`src/rtl/fir_ctrl_pkg.sv`:
```
// Shared types and default widths for the FIR sequencing controller.
package fir_ctrl_pkg;

  localparam int FIR_DATA_W   = 18;
  localparam int FIR_COEFF_W  = 18;
  localparam int FIR_RESULT_W = 38;

  // Controller phases: normal streaming, pipeline drain, bank swap, delay-line flush.
  typedef enum logic [1:0] {
    ST_RUN   = 2'd0,
    ST_DRAIN = 2'd1,
    ST_SWAP  = 2'd2,
    ST_FLUSH = 2'd3
  } fir_state_e;

  // Index of one of the four unique coefficients.
  typedef logic [1:0] coeff_idx_t;

  function automatic int max_int(input int a, input int b);
    return (a > b) ? a : b;
  endfunction

endpackage

```
`src/rtl/fir_valid_tracker.sv`:
```
// Tag shift register that follows samples through the datapath pipeline.
// It advances only on enabled cycles, so a tag leaves on the same enabled
// cycle that its sample's result is presented by the datapath.
module fir_valid_tracker #(
  parameter int LATENCY = 4
) (
  input  logic clock,
  input  logic reset,
  input  logic fir_ena,
  input  logic tag_in,
  output logic valid_out
);

  logic [LATENCY-1:0] tag_q;
  logic [LATENCY-1:0] tag_d;
  logic [LATENCY-1:0] tag_shift;

  generate
    if (LATENCY == 1) begin : g_single
      assign tag_shift = tag_in;
    end else begin : g_multi
      assign tag_shift = {tag_q[LATENCY-2:0], tag_in};
    end
  endgenerate

  // Shift tags only when the datapath advances.
  always_comb begin
    tag_d = tag_q;
    if (fir_ena) begin
      tag_d = tag_shift;
    end else begin
      tag_d = tag_q;
    end
  end

  // Tag storage; reset discards all in-flight tags.
  always_ff @(posedge clock or negedge reset) begin
    if (!reset) begin
      tag_q <= '0;
    end else begin
      tag_q <= tag_d;
    end
  end

  assign valid_out = fir_ena & tag_q[LATENCY-1];

endmodule

```
`src/rtl/fir_ctrl.sv`:
```
// Sequencing controller for the 8-tap symmetric FIR datapath: sample
// handshake, datapath enable, result tagging and a double-buffered
// coefficient bank reloaded via drain -> swap -> flush.
module fir_ctrl
  import fir_ctrl_pkg::*;
#(
  parameter int DATA_W   = FIR_DATA_W,
  parameter int COEFF_W  = FIR_COEFF_W,
  parameter int RESULT_W = FIR_RESULT_W,
  parameter int NTAPS    = 8,
  parameter int LATENCY  = 4
) (
  input  logic                clock,
  input  logic                reset,
  input  logic                s_valid,
  output logic                s_ready,
  input  logic [DATA_W-1:0]   s_data,
  output logic [DATA_W-1:0]   fir_data,
  output logic                fir_ena,
  input  logic [RESULT_W-1:0] fir_result,
  output logic                m_valid,
  output logic [RESULT_W-1:0] m_data,
  input  logic                coeff_wr,
  input  logic [1:0]          coeff_addr,
  input  logic [COEFF_W-1:0]  coeff_data,
  input  logic                coeff_commit,
  output logic                coeff_busy,
  output logic [COEFF_W-1:0]  coeff_0,
  output logic [COEFF_W-1:0]  coeff_1,
  output logic [COEFF_W-1:0]  coeff_2,
  output logic [COEFF_W-1:0]  coeff_3
);

  // Phase counter counts down from LATENCY-1 (drain) or NTAPS-1 (flush).
  localparam int PH_MAX = max_int(LATENCY, NTAPS);
  localparam int PH_W   = (PH_MAX > 1) ? $clog2(PH_MAX) : 1;
  localparam logic [PH_W-1:0] DRAIN_LAST = PH_W'(LATENCY - 1);
  localparam logic [PH_W-1:0] FLUSH_LAST = PH_W'(NTAPS - 1);
  localparam logic [PH_W-1:0] PH_ZERO    = PH_W'(0);
  localparam logic [PH_W-1:0] PH_ONE     = PH_W'(1);

  fir_state_e               state_q, state_d;
  logic [PH_W-1:0]          phase_q, phase_d;
  logic [3:0][COEFF_W-1:0]  active_q, active_d;
  logic [3:0][COEFF_W-1:0]  shadow_q, shadow_d;
  coeff_idx_t               wr_idx;
  logic                     tag_in;

  assign wr_idx = coeff_addr;

  // State and phase registers.
  always_ff @(posedge clock or negedge reset) begin
    if (!reset) begin
      state_q <= ST_RUN;
      phase_q <= PH_ZERO;
    end else begin
      state_q <= state_d;
      phase_q <= phase_d;
    end
  end

  // Next-state logic: commit starts the reload; each phase runs a fixed count.
  always_comb begin
    state_d = state_q;
    phase_d = phase_q;
    case (state_q)
      ST_RUN: begin
        if (coeff_commit) begin
          state_d = ST_DRAIN;
          phase_d = DRAIN_LAST;
        end else begin
          state_d = ST_RUN;
        end
      end
      ST_DRAIN: begin
        if (phase_q == PH_ZERO) begin
          state_d = ST_SWAP;
        end else begin
          phase_d = phase_q - PH_ONE;
        end
      end
      ST_SWAP: begin
        state_d = ST_FLUSH;
        phase_d = FLUSH_LAST;
      end
      ST_FLUSH: begin
        if (phase_q == PH_ZERO) begin
          state_d = ST_RUN;
        end else begin
          phase_d = phase_q - PH_ONE;
        end
      end
      default: begin
        state_d = ST_RUN;
        phase_d = PH_ZERO;
      end
    endcase
  end

  // Output decode: RUN forwards accepted samples, DRAIN/FLUSH push zeros.
  always_comb begin
    s_ready    = 1'b0;
    coeff_busy = 1'b1;
    fir_ena    = 1'b0;
    fir_data   = '0;
    tag_in     = 1'b0;
    case (state_q)
      ST_RUN: begin
        s_ready    = 1'b1;
        coeff_busy = 1'b0;
        if (s_valid) begin
          fir_ena  = 1'b1;
          fir_data = s_data;
          tag_in   = 1'b1;
        end else begin
          fir_ena  = 1'b0;
        end
      end
      ST_DRAIN: fir_ena = 1'b1;
      ST_SWAP:  fir_ena = 1'b0;
      ST_FLUSH: fir_ena = 1'b1;
      default:  fir_ena = 1'b0;
    endcase
  end

  // Shadow writes are always taken; the active bank loads only in SWAP, so a
  // write landing in the SWAP cycle waits for the next commit.
  always_comb begin
    shadow_d = shadow_q;
    active_d = active_q;
    if (coeff_wr) begin
      shadow_d[wr_idx] = coeff_data;
    end else begin
      shadow_d = shadow_q;
    end
    if (state_q == ST_SWAP) begin
      active_d = shadow_q;
    end else begin
      active_d = active_q;
    end
  end

  // Coefficient bank registers.
  always_ff @(posedge clock or negedge reset) begin
    if (!reset) begin
      shadow_q <= '0;
      active_q <= '0;
    end else begin
      shadow_q <= shadow_d;
      active_q <= active_d;
    end
  end

  fir_valid_tracker #(
    .LATENCY (LATENCY)
  ) u_tracker (
    .clock     (clock),
    .reset     (reset),
    .fir_ena   (fir_ena),
    .tag_in    (tag_in),
    .valid_out (m_valid)
  );

  assign m_data  = fir_result;
  assign coeff_0 = active_q[0];
  assign coeff_1 = active_q[1];
  assign coeff_2 = active_q[2];
  assign coeff_3 = active_q[3];

endmodule

```
`config.mk`:
```
export PLATFORM = sky130hd
export DESIGN_NAME = fir_ctrl
export DESIGN_NICKNAME = d
export VERILOG_FILES = /design/src/rtl/fir_ctrl_pkg.sv /design/src/rtl/fir_valid_tracker.sv /design/src/rtl/fir_ctrl.sv
export SDC_FILE = /design/constraint.sdc
export NUM_CORES = 1
export LEC_CHECK = 0
export ABC_AREA = 1
export CAP_MARGIN = 5
export CORE_MARGIN = 2
export CORE_UTILIZATION = 49
export DETAILED_ROUTE_END_ITERATION = 10
export HOLD_SLACK_MARGIN = 0.15
export PLACE_DENSITY = 0.85
export SYNTH_ARGS = -nofsm -noshare
export SYNTH_HDL_FRONTEND = slang
export SYNTH_SLANG_ARGS = --single-unit
```
`constraint.sdc`:
```
create_clock -name clock -period 3.7 [get_ports clock]
set_clock_uncertainty 0.15 [all_clocks]
set_input_delay 0.555 -clock clock [delete_from_list [all_inputs] [get_ports clock]]
set_output_delay 0.555 -clock clock [all_outputs]
set_load 0.01 [all_outputs]
```
# ---- After elaboration in Yosys (flattened, before gate mapping)
# Cells that the tools add are included.
dict set report classes {
  n_addsub 1
  order_cmp 2
  n_eq_ne 7
  mux 17
  n_bitwise 1
  n_reduce_logical 6
}
# operator n
set op_table {}
lappend op_table {{$bwmux W72} 1}
lappend op_table {{$mux W18} 3}
lappend op_table {{$demux W18 S2} 1}
lappend op_table {{$pmux W3 S3} 1}
lappend op_table {{$ne A2 B2 Y1 const B} 4}
lappend op_table {{$pmux W2 S4} 1}
lappend op_table {{$mux W3} 2}
lappend op_table {{$mux W1} 5}
lappend op_table {{$eq A2 B2 Y1 const B} 2}
lappend op_table {{$mux W2} 2}
lappend op_table {{$reduce_and A2 Y1} 2}
lappend op_table {{$logic_not A3 Y1} 1}
lappend op_table {{$lt A2 B3 Y1 const B} 1}
lappend op_table {{$pmux W1 S3} 1}
lappend op_table {{$sub A3 B1 Y3 const B} 1}
lappend op_table {{$eq A2 B1 Y1 const B} 1}
lappend op_table {{$ge A2 B1 Y1 const B} 1}
lappend op_table {{$logic_not A2 Y1} 1}
lappend op_table {{$reduce_or A2 Y1} 1}
lappend op_table {{$and A1 B1 Y1} 1}
lappend op_table {{$logic_and A1 B1 Y1} 1}
dict set report word_totals {
  register_bits 153
  in_bits 81
  out_inout_bits 132
  wordCells 45
}

# ---- Depth between registers and ports, before layout
# Gate-level depths: netlist (run 1).
dict set report logic_depth {
  depth_word 5
  mapped_depth 8
  depth_no_buf 8
}

# ---- By module
# Synthesis (run 1) repeated with hierarchy kept, for this count alone.
dict set report hier_totals {
  hier_cells 705
  area_unflattened_um2 6307.3
}
# module n_inst cells_per_inst area_per_inst_um2 seq_area_each_um2
set modules_own_cells {}
lappend modules_own_cells {fir_ctrl 1 686 6150.9 3728.6}
lappend modules_own_cells {fir_valid_tracker 1 19 156.4 100.1}

# ---- Worst setup path after synthesis (run 1)
# Ideal clock, no wire load.
dict set report synth_path {
  kind {register to output}
  from {register state_q[0]}
  to {output port fir_data[10]}
  arrival_time_ns 1.377
  required_ns 2.995
  slack_ns 1.618
  stages_incl_launch_ff 6
  path_buffers 1
  path_cell_list {dfrtp_1 > inv_1 > ha_1 > nand2_1 > clkbuf_1 > nor2_1}
}
dict set report synth_between {
  elab_chain_len 2
}
# item line
set synth_rtl {}
lappend synth_rtl {{start: declaration} fir_ctrl.sv:42} ;# fir_state_e state_q, state_d;
lappend synth_rtl {{start signal: assignment} fir_ctrl.sv:57} ;# state_q <= state_d;
lappend synth_rtl {{$logic_not A2 Y1} fir_ctrl.sv:107} ;# case (state_q)
lappend synth_rtl {{$mux W18} fir_ctrl.sv:107}
lappend synth_rtl {{end: declaration} fir_ctrl.sv:18} ;# output logic [DATA_W-1:0] fir_data,
# No other way between the ends.

# ---- Worst setup path after layout (run 1)
dict set report layout_path {
  from {register state_q[0]}
  to {output port fir_data[2]}
}
# The elaborated chain is that of the path after synthesis.

==> results of run 1 <==
-- routing by layer --
layer / global-route usage [%] / wire length [um] / vias up
met4: 7.38 / 242 / 0
met2: 35.4 / 6870 / 167
li1: - / - / 2308
met3: 5.62 / 828 / 17
met5: 0 / 0 / -
met1: 28.6 / 6540 / 2343
-- sequential cells by signal, indices dropped and copies added (netlist names) --
| signal | count |
|---|---|
| shadow_q | 72 |
| coeff_0 | 18 |
| coeff_1 | 18 |
| coeff_2 | 18 |
| coeff_3 | 18 |
| u_tracker.tag_q | 4 |
| phase_q | 3 |
| state_q | 2 |
-- tightest hold or removal path: cells and delay by family, from the launching register on --
kind / cells / cell delay [ps]
flops: 1 / 340
simple gates: 2 / 90
-- how the worst min path moves through the flow --
| stage | to | slack (ps) | depth (start not counted) | startpoint |
|---|---|---|---|---|
| finish | coeff_3[2] | 320 | 2 | coeff_3[2] |
| global placement | coeff_3[16] | 300 | 2 | shadow_q[70] |
| global route | coeff_3[7] | 340 | 2 | shadow_q[61] |
| detailed placement | coeff_0[16] | 310 | 2 | coeff_0[16] |
| CTS | coeff_0[6] | 320 | 2 | coeff_0[6] |
| floorplan | coeff_0[0] | 110 | 0 | reset |
-- logic make-up (layout without fill, tap and decap cells) --
group	count (synthesis)	count (layout)	synth area share, %
adders and majority gates	7	7	1.39
buffers and inverters	118	224	10.5
and+or+nand+nor	350	350	21.3
DFF	153	153	60.7
AOI/OAI and AO/OA	78	78	6.19
-- final cells by class --
class	count	area [um^2]	share of cell area, %
Multi-Input combinational cell	435	1820	22.5
Tap cell	172	215	2.66
Sequential cell	153	3830	47.3
Clock inverter	8	170	2.10
Clock buffer	22	454	5.61
Timing Repair Buffer	142	1410	17.4
Inverter	52	195	2.41
-- cell usage in the layout (no fill, tap or decap), drive strengths merged --
cell / instances
clkbuf: 22
nand2: 321
bufinv: 5
nand3: 6
ha: 7
o21ai: 78
inv: 52
buf: 6
nor2: 23
dlygate4sd3: 1
clkdlybuf4s50: 135
clkinvlp: 2
clkinv: 1
dfrtp: 153
-- where the power goes --
part,internal (mW),switching [mW],leakage [nW]
registers,2.17,0.286,1.93
logic,0.995,1.16,1.90
clock network,1.21,0.636,0.296
==> results.json, run 1 <==
{
  "outcome": "finished, final reports clean",
  "yosysWarnings": 0,
  "leakage_nw": 4.13,
  "clockBufferDepth": 2,
  "cts_max_level": 4,
  "start_util_pct": 50.0,
  "layoutNonFillerInstCount": 984,
  "port_buffers": 136,
  "path_delay_family": "buffers and inverters",
  "grt_max_degree": 73,
  "worstMarginPinSlew_ps": 883,
  "die_w_um": 117,
  "crit_end": "fir_data[2]",
  "routedWlPerCell_um": 14.7,
  "finalWorstSetupSlack_ps": 643,
  "grt-ovfl-total": 0,
  "n_antenna_cell": 0,
  "postCtsHoldBufs": 1,
  "antenna_found_initial": 0,
  "startpoint": "state_q[0]",
  "worst-setup-path-type": "flip-flop to output pin",
  "num_rows": 41,
  "hold_slack_ps": 318,
  "dpl.hpwl_um": 9500,
  "syn_nets": 794,
  "cts_sinks": 153,
  "wl_um": 14500,
  "yosysTopAreaCell": "dfrtp_1",
  "ir_drop_uv": 392,
  "syn_inst": 706,
  "endpoint_kind": "output pin",
  "report.final.slew_viol_count": 0,
  "synth_seq_cells": 153,
  "post-route-period-util_pct": 82.6,
  "cp_slowest_stage_delay_ps": 560,
  "die_area_um2": 13800,
  "cts_tree": "yes",
  "post_cts_buffers": 0,
  "dr.pass1.iters": 5,
  "pwr_density_cell_nw_per_um2": 797,
  "worstSetupPathDepth": 5,
  "synth_edf_count": 0,
  "gp_congestion": 0.776,
  "r2r-end": "coeff_0[9]",
  "numCtsBuffers": 17,
  "nets": 889,
  "cp_num_buf_inv": 2,
  "ys.flop_type": "dfrtp_1",
  "grt_setup_unrepaired": "false",
  "clk_latency_ps": 410,
  "final_core_util_pct": 64.1,
  "placed_area_um2": 7460,
  "pre_cts_slack_ps": 818,
  "max_cap_viol_count": 0,
  "core_area_um2": 12600,
  "critical_path_required_ps": 2990,
  "antenna_left": 0,
  "setup_viol": 0,
  "grt_pass1_wl_um": 23700,
  "cts-root-buf": "clkbuf_16",
  "vias_per_cell": 4.91,
  "cp-start-kind": "flip-flop",
  "finalHoldViolCount": 0,
  "fmax_mhz": 327,
  "cts_resized": 0,
  "rrSetupSlack_ps": 1440,
  "grt_usage_pct": 21.8,
  "r2r-start": "state_q[0]",
  "hold_path.class": "flip-flop to flip-flop",
  "vias": 4835,
  "tns_ps": 0,
  "worstRegToRegCells": 6,
  "crit_fanout": 19,
  "drive_gt1_share_pct": 4.68,
  "async_flop_share_pct": 100,
  "dp_cells": 953,
  "clk_pin_slew_worst_paths_ps": 60,
  "power.total_mw": 6.45,
  "crit_path_top_delay_cell": "clkdlybuf4s50_1",
  "synth.top_cell.area_share_pct": 60.7,
  "seq_area_frac_synth_pct": 60.7,
  "fillCellCount": 1038,
  "stdcell_area_um2": 8100,
  "grt_pass1_vias": 4741,
  "die_y_um": 117,
  "synth.avg_cell_area_um2": 8.94,
  "syn_area_um2": 6310,
  "drc": 0,
  "cp.arrival_ps": 2350,
  "cp_cell_sequence": "inv_1 -> ha_1 -> nand2_1 -> nor2_1 -> clkdlybuf4s50_1",
  "ios": 213,
  "area_growth_syn_to_layout_pct": 28.3,
  "max_slew_margin_pct": 41.1,
  "synth_top_cells_by_count": "nand2_1 (321), dfrtp_1 (153), o21ai_0 (66)",
  "synth_cell_types": 15,
  "drtIter0Drc": 284,
  "timing.final.crit_period_ps": 3060,
  "yosysMostFrequentCell": "nand2_1",
  "synth_area_leaders": "dfrtp_1 (61%), nand2_1 (19%), o21ai_0 (5.2%)"
}
Power figures use the tool's default switching activity.
==> run 2: changes to the inputs <==
--- a/config.mk
+++ b/config.mk
@@ -8,10 +8,10 @@
 export ABC_AREA = 1
 export CAP_MARGIN = 5
 export CORE_MARGIN = 2
-export CORE_UTILIZATION = 49
+export CORE_UTILIZATION = 41
 export DETAILED_ROUTE_END_ITERATION = 10
 export HOLD_SLACK_MARGIN = 0.15
-export PLACE_DENSITY = 0.85
+export PLACE_DENSITY = 0.76
 export SYNTH_ARGS = -nofsm -noshare
 export SYNTH_HDL_FRONTEND = slang
 export SYNTH_SLANG_ARGS = --single-unit
==> constraint.sdc (replaced) <==
create_clock -name clock -period 2.81 [get_ports clock]
set_clock_uncertainty 0.15 [all_clocks]
set_input_delay 0.4215 -clock clock [delete_from_list [all_inputs] [get_ports clock]]
set_output_delay 0.4215 -clock clock [all_outputs]
set_load 0.01 [all_outputs]
==> results.json, run 2 (same netlist as run 1, synthesis figures left out) <==
{
  "tns_ps": 0,
  "startpoint": "state_q[0]",
  "area_growth_syn_to_layout_pct": 28.6,
  "die_area_um2": 16400,
  "post-route-period-util_pct": 94.3,
  "grt-ovfl-total": 0,
  "worstRegToRegCells": 5,
  "clk_latency_ps": 410,
  "worstMarginPinSlew_ps": 787,
  "numCtsBuffers": 17,
  "clk_pin_slew_worst_paths_ps": 60,
  "worst-setup-path-type": "flip-flop to output pin",
  "pwr_density_cell_nw_per_um2": 1030,
  "cts_tree": "yes",
  "cts_max_level": 4,
  "final_core_util_pct": 53.6,
  "grt_max_degree": 73,
  "multi_input_area_um2": 1830,
  "grt_pass1_wl_um": 23300,
  "vias_per_cell": 4.67,
  "die_y_um": 128,
  "finalWorstSetupSlack_ps": 159,
  "layout_commonest_cell": "nand2_1",
  "clockBufferDepth": 2,
  "power.total_mw": 8.33,
  "vias": 4670,
  "cp-start-kind": "flip-flop",
  "layout_common_cells": "nand2_1 (319), dfrtp_1 (152), clkdlybuf4s50_1 (135), o21ai_0 (66), inv_1 (50)",
  "core_area_um2": 15100,
  "grt_setup_unrepaired": "false",
  "drive_gt1_share_pct": 5.42,
  "port_buffers": 136,
  "cts-root-buf": "clkbuf_16",
  "max_cap_viol_count": 0,
  "hold_path.class": "flip-flop to flip-flop",
  "num_rows": 45,
  "antenna_left": 0,
  "setup_viol": 0,
  "leakage_nw": 4.13,
  "n_antenna_cell": 0,
  "drtIter0Drc": 285,
  "gp_congestion": 0.761,
  "routedWlPerCell_um": 14.6,
  "pre_cts_slack_ps": 230,
  "layoutNonFillerInstCount": 1000,
  "ff_latch_area_um2": 3830,
  "fillCellCount": 1403,
  "antenna_found_initial": 0,
  "crit_fanout": 7,
  "dr.pass1.iters": 5,
  "wl_um": 14600,
  "nets": 888,
  "dp_cells": 968,
  "dpl.hpwl_um": 9640,
  "largest_register_ffs": 72,
  "drc": 0,
  "cts_sinks": 153,
  "endpoint_kind": "output pin",
  "finalHoldViolCount": 0,
  "grt_usage_pct": 18.7,
  "report.final.slew_viol_count": 0,
  "timing.final.crit_period_ps": 2650,
  "ios": 213,
  "max_slew_margin_pct": 47.6,
  "hold_depth": 2,
  "start_util_pct": 41.7,
  "cp.arrival_ps": 2080,
  "largest-register": "shadow_q",
  "critical_path_required_ps": 2240,
  "grt_pass1_vias": 4436,
  "post_cts_buffers": 0,
  "die_w_um": 128,
  "fmax_mhz": 377,
  "outcome": "finished, final reports clean",
  "ir_drop_uv": 469,
  "hp-start": "shadow_q[16]",
  "r2r-start": "state_q[0]"
}
-- run 2: repair_timing --
item	4_1_cts	5_1_grt
resized for setup	2	3
pin swaps	0	0
endpoints found under the setup margin	19	2
gates cloned	0	0
hold buffers	1	0
endpoints found under the hold margin	61	0
-- run 2: metal layers --
metal | GRT usage, % | vias to the layer above | routed length, um
met5 | 0 | - | 0
met4 | 5.95 | 0 | 136
met3 | 5.47 | 14 | 953
met2 | 29.8 | 167 | 6860
met1 | 24.9 | 2173 | 6610
li1 | - | 2316 | -
-- run 2: final cells by class --
| class | count | area share [%] |
|---|---|---|
| clock buffers | 24 | 6.06 |
| multi-input cells | 435 | 22.5 |
| clock inverters | 7 | 1.13 |
| repair buffers | 141 | 17.8 |
| inverters | 52 | 2.41 |
| flip-flops and latches | 153 | 47.2 |
| well taps | 188 | 2.90 |
-- run 2: final timing paths --
check	to	slack, ps
min in group asynchronous	coeff_0[9]	420
setup / recovery	fir_ena	160
hold / removal	coeff_0[16]	310
hold reg to reg	coeff_0[16]	310
setup reg to reg	coeff_1[6]	950
max in group asynchronous	shadow_q[23]	1390
-- run 2: power breakdown --
part	internal, mW	switching [mW]
clock	1.39	0.839
sequential	2.86	0.372
combinational	1.34	1.53
total	5.59	2.74
-- run 2: critical path, cell delays in order, from the launching register on --
cell and delay [ps]:
dfrtp_2 440, inv_2 100, ha_1 200, inv_1 80, nand2_1 80, nand2_2 100
inv_1 120, clkdlybuf4s50_1 540
-- run 2: stage by stage --
step	cell area (um^2)	hold WS, ps
after floorplan	6310	-24.1
after global placement	7510	303
after detailed placement	7510	307
after CTS	8110	319
after global routing	8110	338
final	8110	313
